**src/rtl/msx_slot_initiator.sv**
```systemverilog
// msx_slot_initiator
//   Host-side MSX cartridge slot bus initiator. Turns single-beat read/write
//   requests into timed slot cycles (setup / strobe / hold), stretches the
//   strobe while the cartridge holds SLT_WAITn low (with a timeout), issues
//   slot reset pulses, and generates a free-running slot clock.
// Ports
//   SYS_CLOCK, SYS_RESETn        : system clock, synchronous active-low reset
//   REQ_VALID/READY/WRITE/ADDR/WDATA : request handshake from the controller
//   CMD_SLOTRST                  : slot reset command, honoured only when idle
//   RSP_VALID/RDATA/ERR          : one-cycle completion pulse, read data, timeout
//   SLT_CLOCK, SLT_RSTn          : slot clock and slot reset
//   SLT_SLTSL, SLT_RDn, SLT_WEn  : slot select and strobes (active low)
//   SLT_A, SLT_DO, SLT_DOE, SLT_DI : address, data out/enable, data in
//   SLT_WAITn                    : cartridge wait request (async, synchronised)
module msx_slot_initiator #(
  parameter int CLK_HALF   = 2,
  parameter int SETUP_CYC  = 2,
  parameter int STROBE_CYC = 4,
  parameter int HOLD_CYC   = 2,
  parameter int WAIT_MAX   = 64,
  parameter int RST_CYC    = 16
) (
  input  logic        SYS_CLOCK,
  input  logic        SYS_RESETn,
  input  logic        REQ_VALID,
  input  logic        REQ_WRITE,
  input  logic [15:0] REQ_ADDR,
  input  logic [7:0]  REQ_WDATA,
  output logic        REQ_READY,
  input  logic        CMD_SLOTRST,
  output logic        RSP_VALID,
  output logic [7:0]  RSP_RDATA,
  output logic        RSP_ERR,
  output logic        SLT_CLOCK,
  output logic        SLT_RSTn,
  output logic        SLT_SLTSL,
  output logic        SLT_RDn,
  output logic        SLT_WEn,
  output logic [15:0] SLT_A,
  output logic [7:0]  SLT_DO,
  output logic        SLT_DOE,
  input  logic [7:0]  SLT_DI,
  input  logic        SLT_WAITn
);

  localparam int CW = 16;

  typedef enum logic [2:0] {IDLE, SETUP, STROBE, HOLD, DONE, SRST} state_t;

  state_t          state_q, state_d;
  logic [CW-1:0]   cnt_q, cnt_d;
  logic [CW-1:0]   ext_q, ext_d;
  logic [CW-1:0]   clk_cnt_q, clk_cnt_d;
  logic            slt_clk_q, slt_clk_d;
  logic [15:0]     addr_q, addr_d;
  logic            write_q, write_d;
  logic [7:0]      wdata_q, wdata_d;
  logic [7:0]      rdata_q, rdata_d;
  logic            err_q, err_d;
  logic            up_q;              // 0 while in reset, 1 from the first edge after release
  logic            wait_s1_q, wait_s2_q;
  logic            base_done;

  // state register and all datapath flops
  always_ff @(posedge SYS_CLOCK) begin
    if (!SYS_RESETn) begin
      state_q   <= IDLE;
      cnt_q     <= '0;
      ext_q     <= '0;
      clk_cnt_q <= '0;
      slt_clk_q <= 1'b0;
      addr_q    <= '0;
      write_q   <= 1'b0;
      wdata_q   <= '0;
      rdata_q   <= '0;
      err_q     <= 1'b0;
      up_q      <= 1'b0;
      wait_s1_q <= 1'b1;
      wait_s2_q <= 1'b1;
    end else begin
      state_q   <= state_d;
      cnt_q     <= cnt_d;
      ext_q     <= ext_d;
      clk_cnt_q <= clk_cnt_d;
      slt_clk_q <= slt_clk_d;
      addr_q    <= addr_d;
      write_q   <= write_d;
      wdata_q   <= wdata_d;
      rdata_q   <= rdata_d;
      err_q     <= err_d;
      up_q      <= 1'b1;
      wait_s1_q <= SLT_WAITn;
      wait_s2_q <= wait_s1_q;
    end
  end

  // slot clock runs regardless of the bus FSM
  always_comb begin
    clk_cnt_d = clk_cnt_q + CW'(1);
    slt_clk_d = slt_clk_q;
    if (clk_cnt_q == CW'(CLK_HALF - 1)) begin
      clk_cnt_d = '0;
      slt_clk_d = ~slt_clk_q;
    end
  end

  // strobe counter saturates at the last base cycle; extension is tracked in ext_q
  assign base_done = (cnt_q == CW'(STROBE_CYC - 1));

  // next-state / datapath
  always_comb begin
    state_d = state_q;
    cnt_d   = cnt_q;
    ext_d   = ext_q;
    addr_d  = addr_q;
    write_d = write_q;
    wdata_d = wdata_q;
    rdata_d = rdata_q;
    err_d   = err_q;
    case (state_q)
      IDLE: begin
        if (up_q && CMD_SLOTRST) begin
          state_d = SRST;
          cnt_d   = '0;
          rdata_d = '0;
          err_d   = 1'b0;
        end else if (up_q && REQ_VALID) begin
          state_d = SETUP;
          cnt_d   = '0;
          ext_d   = '0;
          addr_d  = REQ_ADDR;
          write_d = REQ_WRITE;
          wdata_d = REQ_WDATA;
          rdata_d = '0;
          err_d   = 1'b0;
        end
      end
      SETUP: begin
        if (cnt_q == CW'(SETUP_CYC - 1)) begin
          state_d = STROBE;
          cnt_d   = '0;
        end else begin
          cnt_d = cnt_q + CW'(1);
        end
      end
      STROBE: begin
        if (!base_done) begin
          cnt_d = cnt_q + CW'(1);
        end else if (wait_s2_q || ext_q == CW'(WAIT_MAX)) begin
          // leaving the strobe: error only if the cartridge still asks to wait
          state_d = HOLD;
          cnt_d   = '0;
          err_d   = ~wait_s2_q;
          if (!write_q) rdata_d = SLT_DI;
        end else begin
          ext_d = ext_q + CW'(1);
        end
      end
      HOLD: begin
        if (cnt_q == CW'(HOLD_CYC - 1)) begin
          state_d = DONE;
          cnt_d   = '0;
        end else begin
          cnt_d = cnt_q + CW'(1);
        end
      end
      DONE: state_d = IDLE;
      SRST: begin
        if (cnt_q == CW'(RST_CYC - 1)) begin
          state_d = DONE;
          cnt_d   = '0;
        end else begin
          cnt_d = cnt_q + CW'(1);
        end
      end
      default: state_d = IDLE;
    endcase
  end

  // outputs decoded from state
  always_comb begin
    REQ_READY = 1'b0;
    RSP_VALID = 1'b0;
    SLT_SLTSL = 1'b1;
    SLT_RDn   = 1'b1;
    SLT_WEn   = 1'b1;
    SLT_DOE   = 1'b0;
    SLT_RSTn  = up_q;
    case (state_q)
      IDLE:   REQ_READY = up_q & ~CMD_SLOTRST;
      SETUP,
      HOLD: begin
        SLT_SLTSL = 1'b0;
        SLT_DOE   = write_q;
      end
      STROBE: begin
        SLT_SLTSL = 1'b0;
        SLT_DOE   = write_q;
        SLT_RDn   = write_q;
        SLT_WEn   = ~write_q;
      end
      DONE:   RSP_VALID = 1'b1;
      SRST:   SLT_RSTn  = 1'b0;
      default: ;
    endcase
  end

  assign SLT_CLOCK = slt_clk_q;
  assign SLT_A     = addr_q;
  assign SLT_DO    = wdata_q;
  assign RSP_RDATA = rdata_q;
  assign RSP_ERR   = err_q;

endmodule

```
**config.mk**
```make
export PLATFORM = sky130hd
export DESIGN_NAME = msx_slot_initiator
export DESIGN_NICKNAME = d
export VERILOG_FILES = /design/src/rtl/msx_slot_initiator.sv
export SDC_FILE = /design/constraint.sdc
export NUM_CORES = 1
export LEC_CHECK = 0
export ABC_AREA = 1
export ABC_CLOCK_PERIOD_IN_PS = 3800
export BUFFER_PORTS_ARGS = -buffer_cell sky130_fd_sc_hd__buf_4
export CORE_MARGIN = 4
export CORE_UTILIZATION = 39
export CTS_CLUSTER_DIAMETER = 40
export DETAILED_ROUTE_END_ITERATION = 12
export PLACE_DENSITY_LB_ADDON = 0.05
export SYNTH_ARGS = -nofsm -noshare
export SYNTH_HDL_FRONTEND = slang
export SYNTH_SLANG_ARGS = --single-unit
export TNS_END_PERCENT = 50
```
**constraint.sdc**
```tcl
create_clock -name SYS_CLOCK -period 3.8 [get_ports SYS_CLOCK]
set_clock_uncertainty 0.2 [all_clocks]
set_input_delay 0.19 -clock SYS_CLOCK [delete_from_list [all_inputs] [get_ports SYS_CLOCK]]
set_output_delay 0.19 -clock SYS_CLOCK [all_outputs]
set_load 0.005 [all_outputs]
```
==> impl_metrics.json, run 1 <==
{
  "status": "finished, final reports clean",
  "layout-drive-gt1-share": 0.147,
  "p_per_area_mw_per_mm2": 466,
  "grt_overflow": 0,
  "pre_cts_slack_ns": 1.28,
  "cts-resized-gates": 0,
  "fin_tns_setup_ns": 0,
  "worst_path_max_delay_cell": "dfxtp_1",
  "cts_root_buffer": "clkbuf_16",
  "endpoint_kind": "register",
  "topRoutingLayerUsed": "met4",
  "drv_slew": 0,
  "vias": 4813,
  "cts_max_path_buffers": 2,
  "num-fill-cells": 1218,
  "wl_mm": 12.4,
  "num_antenna_cells": 0,
  "met1_length_mm": 5.86,
  "met3_length_microns": 757,
  "path_cells": "nor2_4, nand2_2, inv_2, nand2_1, nand2_1, a21oi_4, nand2_1, nand2_1, a21oi_1",
  "synthesis.area_sq_mm": 0.00474,
  "antenna_found_initial": 0,
  "rows": 40,
  "drt.antenna.violating_nets": 0,
  "cts_buffers": 9,
  "start_util": 0.397,
  "cap_violations": 0,
  "rsz0062_at_grt": "false",
  "cts_hold_buf": 32,
  "fmax_ghz": 0.393,
  "grt_pass1_wl_mm": 21.3,
  "final_nets": 861,
  "die_area_sq_mm": 0.0140,
  "final_common_cell": "nand2_1",
  "hold_class": "input port to register",
  "hold_violations": 0,
  "crit_top_cell": "nand2_1",
  "first_iter_violations": 241,
  "seqPwrFrac": 0.377,
  "p_int_uw": 1870,
  "grt_use_total": 0.182,
  "h-tree-depth": 3,
  "final-setup-viol-count": 0,
  "post-cts-setup-buffer-count": 0,
  "port_buffers": 78,
  "areaGrowthSynthToFinish_pct": 28.0,
  "viasPerCell": 4.97,
  "fin_crit_sh": 0.670,
  "setup_ws_ns": 1.25,
  "comb_power_share": 0.291,
  "critPathKind": "register to register",
  "ys_types": 35,
  "clk_pin_slew_ns": 0.06,
  "syn_inst": 715,
  "fin_crit_ns": 2.55,
  "crit_path_start_kind": "register",
  "synth.net_count": 759,
  "wl_met2_mm": 5.62,
  "dp_hpwl_mm": 8.68,
  "die_x_microns": 118,
  "grt_max_degree": 35,
  "core_sq_mm": 0.0120,
  "cts_tree": "built",
  "p_sw_frac": 0.341,
  "layout_common_cells": "nand2_1, nor2_1, dfxtp_1",
  "worst_slew_pin_slew_ns": 0.917,
  "irDropWorstVdd_mv": 0.294,
  "crit_path_max_incr_delay_ns": 0.48,
  "worst_ep_required_time_ns": 3.82,
  "ios": 79,
  "die_y_microns": 118,
  "worstPathMaxFanout": 25,
  "first_global_vias": 4553,
  "place_congestion": 0.845,
  "relSlewSlack": 0.388,
  "seq_area_frac_synth": 0.376,
  "ys_ff_latch": 89,
  "syn_avg_cell_area_sq_um": 6.64,
  "arrival_ns": 2.57,
  "p_leak_uw": 0.00255,
  "yosysWarnings": 0,
  "dr.pass1.iters": 5,
  "p_clk_frac": 0.332,
  "routedWlPerCell_microns": 12.8,
  "drc_errors": 0,
  "utilization": 0.508,
  "cts_num_sinks": 89,
  "clk_latency_ns": 0.34,
  "p_switching_uw": 963
}
-- state kept, by name, indices dropped and copies added, names as in the netlist --
signal,cells
RSP_ERR,1
wait_s2_q,1
state_q,3
ext_q,16
RSP_RDATA,8
SLT_A,16
SLT_CLOCK,1
SLT_DO,8
up_q,1
write_q,1
cnt_q,16
clk_cnt_q,16
wait_s1_q,1
-- synth_stat cells --
cell      instances  area share
or2_2             2      0.0026
nand3_2           1      0.0021
o21ai_0          31       0.033
nand2_1         173        0.14
ha_1              6       0.016
inv_2             2      0.0016
nand4_4           1      0.0045
nand2_4           2      0.0047
xor2_1           14       0.026
a21oi_4           2      0.0069
nor3b_1           3      0.0047
nor2_1          124       0.098
inv_1            61       0.048
nand4_1          10       0.013
nor3_1           42       0.044
inv_4             1      0.0013
clkbuf_1         14       0.011
nand3b_1         10       0.016
o21bai_1          4      0.0063
dfxtp_1          89        0.38
nor2_2            3      0.0040
nor2_4            1      0.0024
buf_2             5      0.0053
nand2_2           6      0.0079
nand3_1          34       0.036
buf_1             2      0.0016
o31ai_1          10       0.016
buf_6             3      0.0071
clkbuf_2          1      0.0011
xnor2_1           1      0.0018
nor2_8            1      0.0042
a21oi_1          50       0.053
nor4_1            3      0.0040
a31oi_1           2      0.0026
and2_1            1      0.0013
-- metrics by stage --
| stage | instances | total power [uW] | hold WS [ns] | area, sq um |
|---|---|---|---|---|
| final | 969 | 2830 | 0.0150 | 6070 |
| after global routing | 969 | 3010 | 0.0330 | 6070 |
| after CTS | 969 | 2860 | 0.00542 | 6070 |
| after detailed placement | 921 | 1880 | 0.183 | 5440 |
| after global placement | 921 | 1870 | 0.177 | 5440 |
| after floorplan | 715 | 1620 | 0.0177 | 4740 |
-- critical path: cells and delay by family, from the launching register on --
kind | cells | cell delay (ns)
AND/OR/NAND/NOR | 6 | 1.09
buffers and inverters | 1 | 0.34
flip-flops | 1 | 0.48
AO/OA/AOI/OAI | 2 | 0.31
-- path summary, 6_finish.rpt --
| check | start | endpoint | slack, ns | cells after the start |
|---|---|---|---|---|
| setup / recovery | state_q[2] | RSP_RDATA[2] | 1.25 | 9 |
| hold / removal | SLT_DI[7] | RSP_RDATA[7] | 0.01 | 4 |
| setup reg to reg | state_q[2] | RSP_RDATA[2] | 1.25 | 9 |
| hold reg to reg | wait_s1_q | wait_s2_q | 0.26 | 1 |
-- power groups by stage --
stage	combinational, uW	clock [uW]	sequential, uW
after floorplan	542	0	1080
after global placement	792	0	1080
after detailed placement	799	0	1080
after CTS	830	965	1070
after global routing	933	1000	1080
final	824	938	1070
-- layer usage --
| layer | track usage | vias up |
|---|---|---|
| met5 | 0 | - |
| met4 | 0.0762 | 0 |
| met3 | 0.0440 | 15 |
| met2 | 0.289 | 109 |
| met1 | 0.235 | 2170 |
| li1 | - | 2519 |
-- layout make-up --
cell class,instances,area [sq um],share of cell area
Timing Repair Buffer,116,951,0.157
Multi-Input combinational cell,537,2600,0.428
Clock buffer,13,270,0.0445
Sequential cell,89,1780,0.293
Tap cell,147,184,0.0303
Clock inverter,3,46.3,0.00762
Inverter,64,243,0.0400
-- logic make-up (layout without fill, tap and decap cells) --
family,Yosys count,in the layout,share of synthesized area
AO/OA/AOI/OAI,99,99,0.117
XOR/XNOR,15,15,0.0277
adder cells (fa/ha/maj),6,6,0.0158
buffers and inverters,89,196,0.0773
flip-flops,89,89,0.376
AND/OR/NAND/NOR,417,417,0.387
Power figures use the tool's default switching activity.
==> run 2, diff against run 1 <==
--- a/config.mk
+++ b/config.mk
@@ -6,7 +6,7 @@
 export NUM_CORES = 1
 export LEC_CHECK = 0
 export ABC_AREA = 1
-export ABC_CLOCK_PERIOD_IN_PS = 3800
+export ABC_CLOCK_PERIOD_IN_PS = 2700
 export BUFFER_PORTS_ARGS = -buffer_cell sky130_fd_sc_hd__buf_4
 export CORE_MARGIN = 4
 export CORE_UTILIZATION = 39
==> constraint.sdc (replaced) <==
create_clock -name SYS_CLOCK -period 2.7 [get_ports SYS_CLOCK]
set_clock_uncertainty 0.2 [all_clocks]
set_input_delay 0.135 -clock SYS_CLOCK [delete_from_list [all_inputs] [get_ports SYS_CLOCK]]
set_output_delay 0.135 -clock SYS_CLOCK [all_outputs]
set_load 0.005 [all_outputs]
==> run 2 against run 1 <==
Global-route usage increased by 0.23 points. Worst setup slack worse by 1.0 ns. Cell area grew 3.2%. Register-to-register slack got worse by 1.0 ns. Hold slack better by 0.15 ns. Critical path type unchanged. Utilization rose by 1.6 points. Wire length up 1.8%. Combinational power rose by 50%. Sequential cell count stayed put.
==> impl_metrics.json, run 2 (synthesis gave the netlist of run 1 again) <==
{
  "status": "finished, final reports clean",
  "arrival_ns": 2.55,
  "reg2regPathDepth": 7,
  "die_y_microns": 118,
  "critPathKind": "register to register",
  "first_global_vias": 4558,
  "relSlewSlack": 0.532,
  "cts-resized-gates": 0,
  "worst_path_max_delay_cell": "dlygate4sd3_1",
  "fin_crit_ns": 2.46,
  "hold_class": "input port to register",
  "rows": 40,
  "die_area_sq_mm": 0.0140,
  "ios": 79,
  "grt_pass1_wl_mm": 21.4,
  "wl_mm": 12.7,
  "cts_root_buffer": "clkbuf_16",
  "layout-drive-gt1-share": 0.146,
  "worstReg2RegStart": "state_q[2]",
  "worstSetupStartpoint": "state_q[2]",
  "first_iter_violations": 149,
  "fin_crit_sh": 0.913,
  "layout_common_cells": "nand2_1, nor2_1, dfxtp_1",
  "crit_path_max_incr_delay_ns": 0.54,
  "die_x_microns": 118,
  "grt_use_total": 0.184,
  "fin_tns_setup_ns": 0,
  "irDropWorstVdd_mv": 0.328,
  "p_per_area_mw_per_mm2": 634,
  "cts_buffers": 9,
  "final-setup-viol-count": 0,
  "min_path_cells": 9,
  "worst_slew_pin_slew_ns": 0.701,
  "dp_hpwl_mm": 8.62,
  "cts_num_sinks": 89,
  "cts_max_path_buffers": 2,
  "min_to": "state_q[2]",
  "drt.antenna.violating_nets": 0,
  "p_int_uw": 2600,
  "h-tree-depth": 3,
  "finalPower_uw": 3970,
  "antenna_found_initial": 0,
  "place_congestion": 0.847,
  "clk_pin_slew_ns": 0.06,
  "drc_errors": 0,
  "min_from": "CMD_SLOTRST",
  "cts_tree": "built",
  "final_common_cell": "nand2_1",
  "rr_endpoint": "SLT_A[12]",
  "hold_violations": 0,
  "p_leak_uw": 0.00268,
  "port_buffers": 78,
  "setup_ws_ns": 0.236,
  "worstPathMaxFanout": 14,
  "vias": 4896,
  "seqPwrFrac": 0.377,
  "clk_latency_ns": 0.34,
  "grt_overflow": 0,
  "drv_slew": 0,
  "num-fill-cells": 1164,
  "areaGrowthSynthToFinish_pct": 32.1,
  "routedWlPerCell_microns": 12.8,
  "core_sq_mm": 0.0120,
  "p_clk_frac": 0.311,
  "grt_max_degree": 35,
  "crit_path_start_kind": "register",
  "pre_cts_slack_ns": 0.606,
  "fmax_ghz": 0.406,
  "dr.pass1.iters": 5,
  "post-cts-setup-buffer-count": 0,
  "start_util": 0.397,
  "p_switching_uw": 1370,
  "p_sw_frac": 0.345,
  "comb_power_share": 0.312,
  "cap_violations": 0,
  "endpoint_kind": "register",
  "rsz0062_at_grt": "false",
  "num_antenna_cells": 0,
  "path_cells": "nor2_4, nand3_1, nor2_2, buf_4, o21ai_0, nor2_1, dlygate4sd3_1",
  "cts_hold_buf": 52,
  "final_nets": 884,
  "viasPerCell": 4.94,
  "worst_ep_required_time_ns": 2.79,
  "reg2reg_slack_ns": 0.24
}
[run 2: changes by cell type in the layout (fill, tap and decap cells not counted)]
cell / change
buf_4: +3
clkbuf_1: +1
clkbuf_8: -3
clkinv_2: +2
clkinv_4: +1
dlygate4sd3_1: +20
inv_6: -1
[run 2: metrics by stage]
| stage | hold slack [ns] | instances | area, sq um | utilization |
|---|---|---|---|---|
| final | 0.167 | 992 | 6270 | 0.524 |
| after detailed placement | 0.145 | 924 | 5460 | 0.456 |
| after global placement | 0.143 | 924 | 5460 | 0.456 |
| after floorplan | -0.0373 | 715 | 4740 | - |
| after global routing | 0.252 | 992 | 6270 | 0.524 |
| after CTS | 0.156 | 992 | 6270 | 0.524 |
[run 2: cell type report]
class / instances / area, sq um / area share
sequential: 89 / 1780 / 0.284
inverter: 64 / 243 / 0.0387
clock buffer: 11 / 233 / 0.0371
multi-input combinational: 537 / 2600 / 0.414
timing repair buffer: 139 / 1170 / 0.187
clock inverter: 5 / 56.3 / 0.00898
tap: 147 / 184 / 0.0293
[run 2: worst max-delay path, delay by kind of cell (launching register included)]
family | cells | cell delay, ns
buffers and inverters | 2 | 0.81
AND/OR/NAND/NOR | 4 | 0.90
AO/OA/AOI/OAI | 1 | 0.11
flip-flops | 1 | 0.38
[run 2: power groups by stage]
stage / combinational (uW) / sequential, uW / clock (uW)
2_1_floorplan: 763 / 1520 / 0
3_3_place_gp: 1140 / 1520 / 0
3_5_place_dp: 1150 / 1530 / 0
4_1_cts: 1250 / 1500 / 1280
5_1_grt: 1390 / 1510 / 1340
6_report: 1240 / 1500 / 1230
[run 2: how the worst max path moves through the flow]
stage / endpoint / slack [ns]
after floorplan: ext_q[15] / 0.80
after global placement: state_q[1] / 0.65
after detailed placement: ext_q[10] / 0.61
after CTS: SLT_A[8] / 0.27
after global routing: SLT_A[12] / 0.07
final: SLT_A[12] / 0.24
[run 2: per-layer routing]
metal,share of wire,up-vias,global-route usage
li1,-,2559,-
met1,0.46,2211,0.231
met2,0.47,110,0.305
met3,0.057,16,0.0502
met4,0.017,0,0.0615
met5,0,-,0
==> run 3, diff against run 2 <==
--- a/config.mk
+++ b/config.mk
@@ -12,7 +12,7 @@
 export CORE_UTILIZATION = 39
 export CTS_CLUSTER_DIAMETER = 40
 export DETAILED_ROUTE_END_ITERATION = 12
-export PLACE_DENSITY_LB_ADDON = 0.05
+export PLACE_DENSITY = 0.57
 export SYNTH_ARGS = -nofsm -noshare
 export SYNTH_HDL_FRONTEND = slang
 export SYNTH_SLANG_ARGS = --single-unit
==> run 3 against run 2 <==
Clock power grew 12%. Cell count grew 0.60%. Critical path depth grew 1. First-iteration DRC count grew 58%. Register-to-register slack gained 0.097 ns. Largest power group unchanged. Highest routed layer unchanged.
==> impl_metrics.json, run 3 (synthesis gave the netlist of run 1 again) <==
{
  "fin_tns_setup_ns": 0,
  "routedWlPerCell_microns": 13.1,
  "arrival_ns": 2.40,
  "final_nets": 890,
  "place_congestion": 0.890,
  "rows": 40,
  "clk_pin_slew_ns": 0.07,
  "critPathKind": "register to register",
  "fin_crit_ns": 2.37,
  "die_x_microns": 118,
  "final_cell_count_no_fill": 998,
  "dp_hpwl_mm": 8.78,
  "start_util": 0.397,
  "final-setup-viol-count": 0,
  "dr.pass1.iters": 5,
  "first_global_vias": 4778,
  "cts-resized-gates": 0,
  "cts_max_path_buffers": 2,
  "num_antenna_cells": 0,
  "antenna_found_initial": 0,
  "layout-drive-gt1-share": 0.147,
  "crit_path_start_kind": "register",
  "cap_violations": 0,
  "crit_path_max_incr_delay_ns": 0.56,
  "grt_overflow": 0,
  "worst_path_max_delay_cell": "dlygate4sd3_1",
  "cts_buffers": 9,
  "irDropWorstVdd_mv": 0.315,
  "reg2regPathDepth": 8,
  "rsz0062_at_grt": "false",
  "areaGrowthSynthToFinish_pct": 34.1,
  "cts_num_sinks": 89,
  "utilization": 0.532,
  "p_leak_uw": 0.00274,
  "fmax_ghz": 0.423,
  "drc_errors": 0,
  "cts_root_buffer": "clkbuf_16",
  "drv_slew": 0,
  "p_per_area_mw_per_mm2": 650,
  "clk_latency_ns": 0.35,
  "num-fill-cells": 1153,
  "worst_slew_pin_slew_ns": 0.931,
  "grt_max_degree": 35,
  "die_area_sq_mm": 0.0140,
  "grt_use_total": 0.189,
  "fin_crit_sh": 0.877,
  "first_iter_violations": 236,
  "status": "finished, final reports clean",
  "worstPathMaxFanout": 26,
  "h-tree-depth": 3,
  "die_y_microns": 118,
  "port_buffers": 78,
  "hold_violations": 0,
  "ios": 79,
  "final_common_cell": "nand2_1",
  "drt.antenna.violating_nets": 0,
  "hold_class": "input port to register",
  "pre_cts_slack_ns": 0.485,
  "dp.cells": 924,
  "min_path_cells": 9,
  "wl_mm": 13.1,
  "worst_ep_required_time_ns": 2.73,
  "layout_common_cells": "nand2_1, nor2_1, dfxtp_1",
  "setup_ws_ns": 0.333,
  "viasPerCell": 4.96,
  "relSlewSlack": 0.379,
  "path_cells": "nor2_4, nand3_1, buf_4, nor2_2, buf_4, o21ai_0, nor2_1, dlygate4sd3_1",
  "core_sq_mm": 0.0120,
  "vias": 4953,
  "cts_tree": "built",
  "crit_top_cell": "buf_4",
  "grt_pass1_wl_mm": 22.1,
  "endpoint_kind": "register"
}
run 3: cell count changes in the layout (fill, tap and decap cells not counted):
cell           delta
clkinvlp_4        -1
inv_6             +2
bufinv_16         +1
dlygate4sd3_1     +6
clkbuf_1          -2
clkinv_4          +1
clkinv_2          -1
run 3: layout make-up:
class	instances	area, sq um	area share
timing repair buffer	145	1230	0.194
inverter	64	243	0.0381
sequential	89	1780	0.280
clock buffer	9	225	0.0354
clock inverter	7	100	0.0157
multi-input combinational	537	2600	0.408
tap	147	184	0.0289
run 3: power by group:
group	internal, uW	switching (uW)	leakage [uW]	total, uW
Clock	819	557	0.000160	1380
Sequential	1420	89.6	0.000722	1510
Combinational	486	767	0.00185	1250
Total	2720	1410	0.00274	4140
run 3: critical path: cells and delay by family (launching register included):
kind                   cells  cell delay, ns
and+or+nand+nor            4            0.30
DFF                        1            0.47
buffers and inverters      3            1.06
AOI/OAI and AO/OA          1            0.20
run 3: per-stage QoR:
stage	cell area, sq um	hold WS (ns)	power, uW
4_1_cts	6360	0.151	4180
5_1_grt	6360	0.234	4390
3_5_place_dp	5460	0.125	2680
2_1_floorplan	4740	-0.0373	2280
6_report	6360	0.168	4140
3_3_place_gp	5460	0.125	2650
run 3: path summary, 6_finish.rpt:
path                             startpoint  slack, ns    endpoint
worst min-delay path            CMD_SLOTRST       0.17  state_q[2]
worst max-delay path             state_q[2]       0.33    SLT_A[0]
worst max register to register   state_q[2]       0.33    SLT_A[0]
worst min register to register    wait_s1_q       0.21   wait_s2_q
run 3: what timing repair did:
action                                 4_1_cts  5_1_grt
hold buffers                                58        0
endpoints found under the hold margin       42        0
buffers inserted                             0        0
run 3: per-layer routing:
layer  vias to the layer above  track usage  wire length (microns)
met1                      2249        0.227                   5720
met4                         0       0.0828                    339
li1                       2583            -                      -
met2                        93        0.330                   6580
met3                        28       0.0330                    437
met5                         -            0                      0
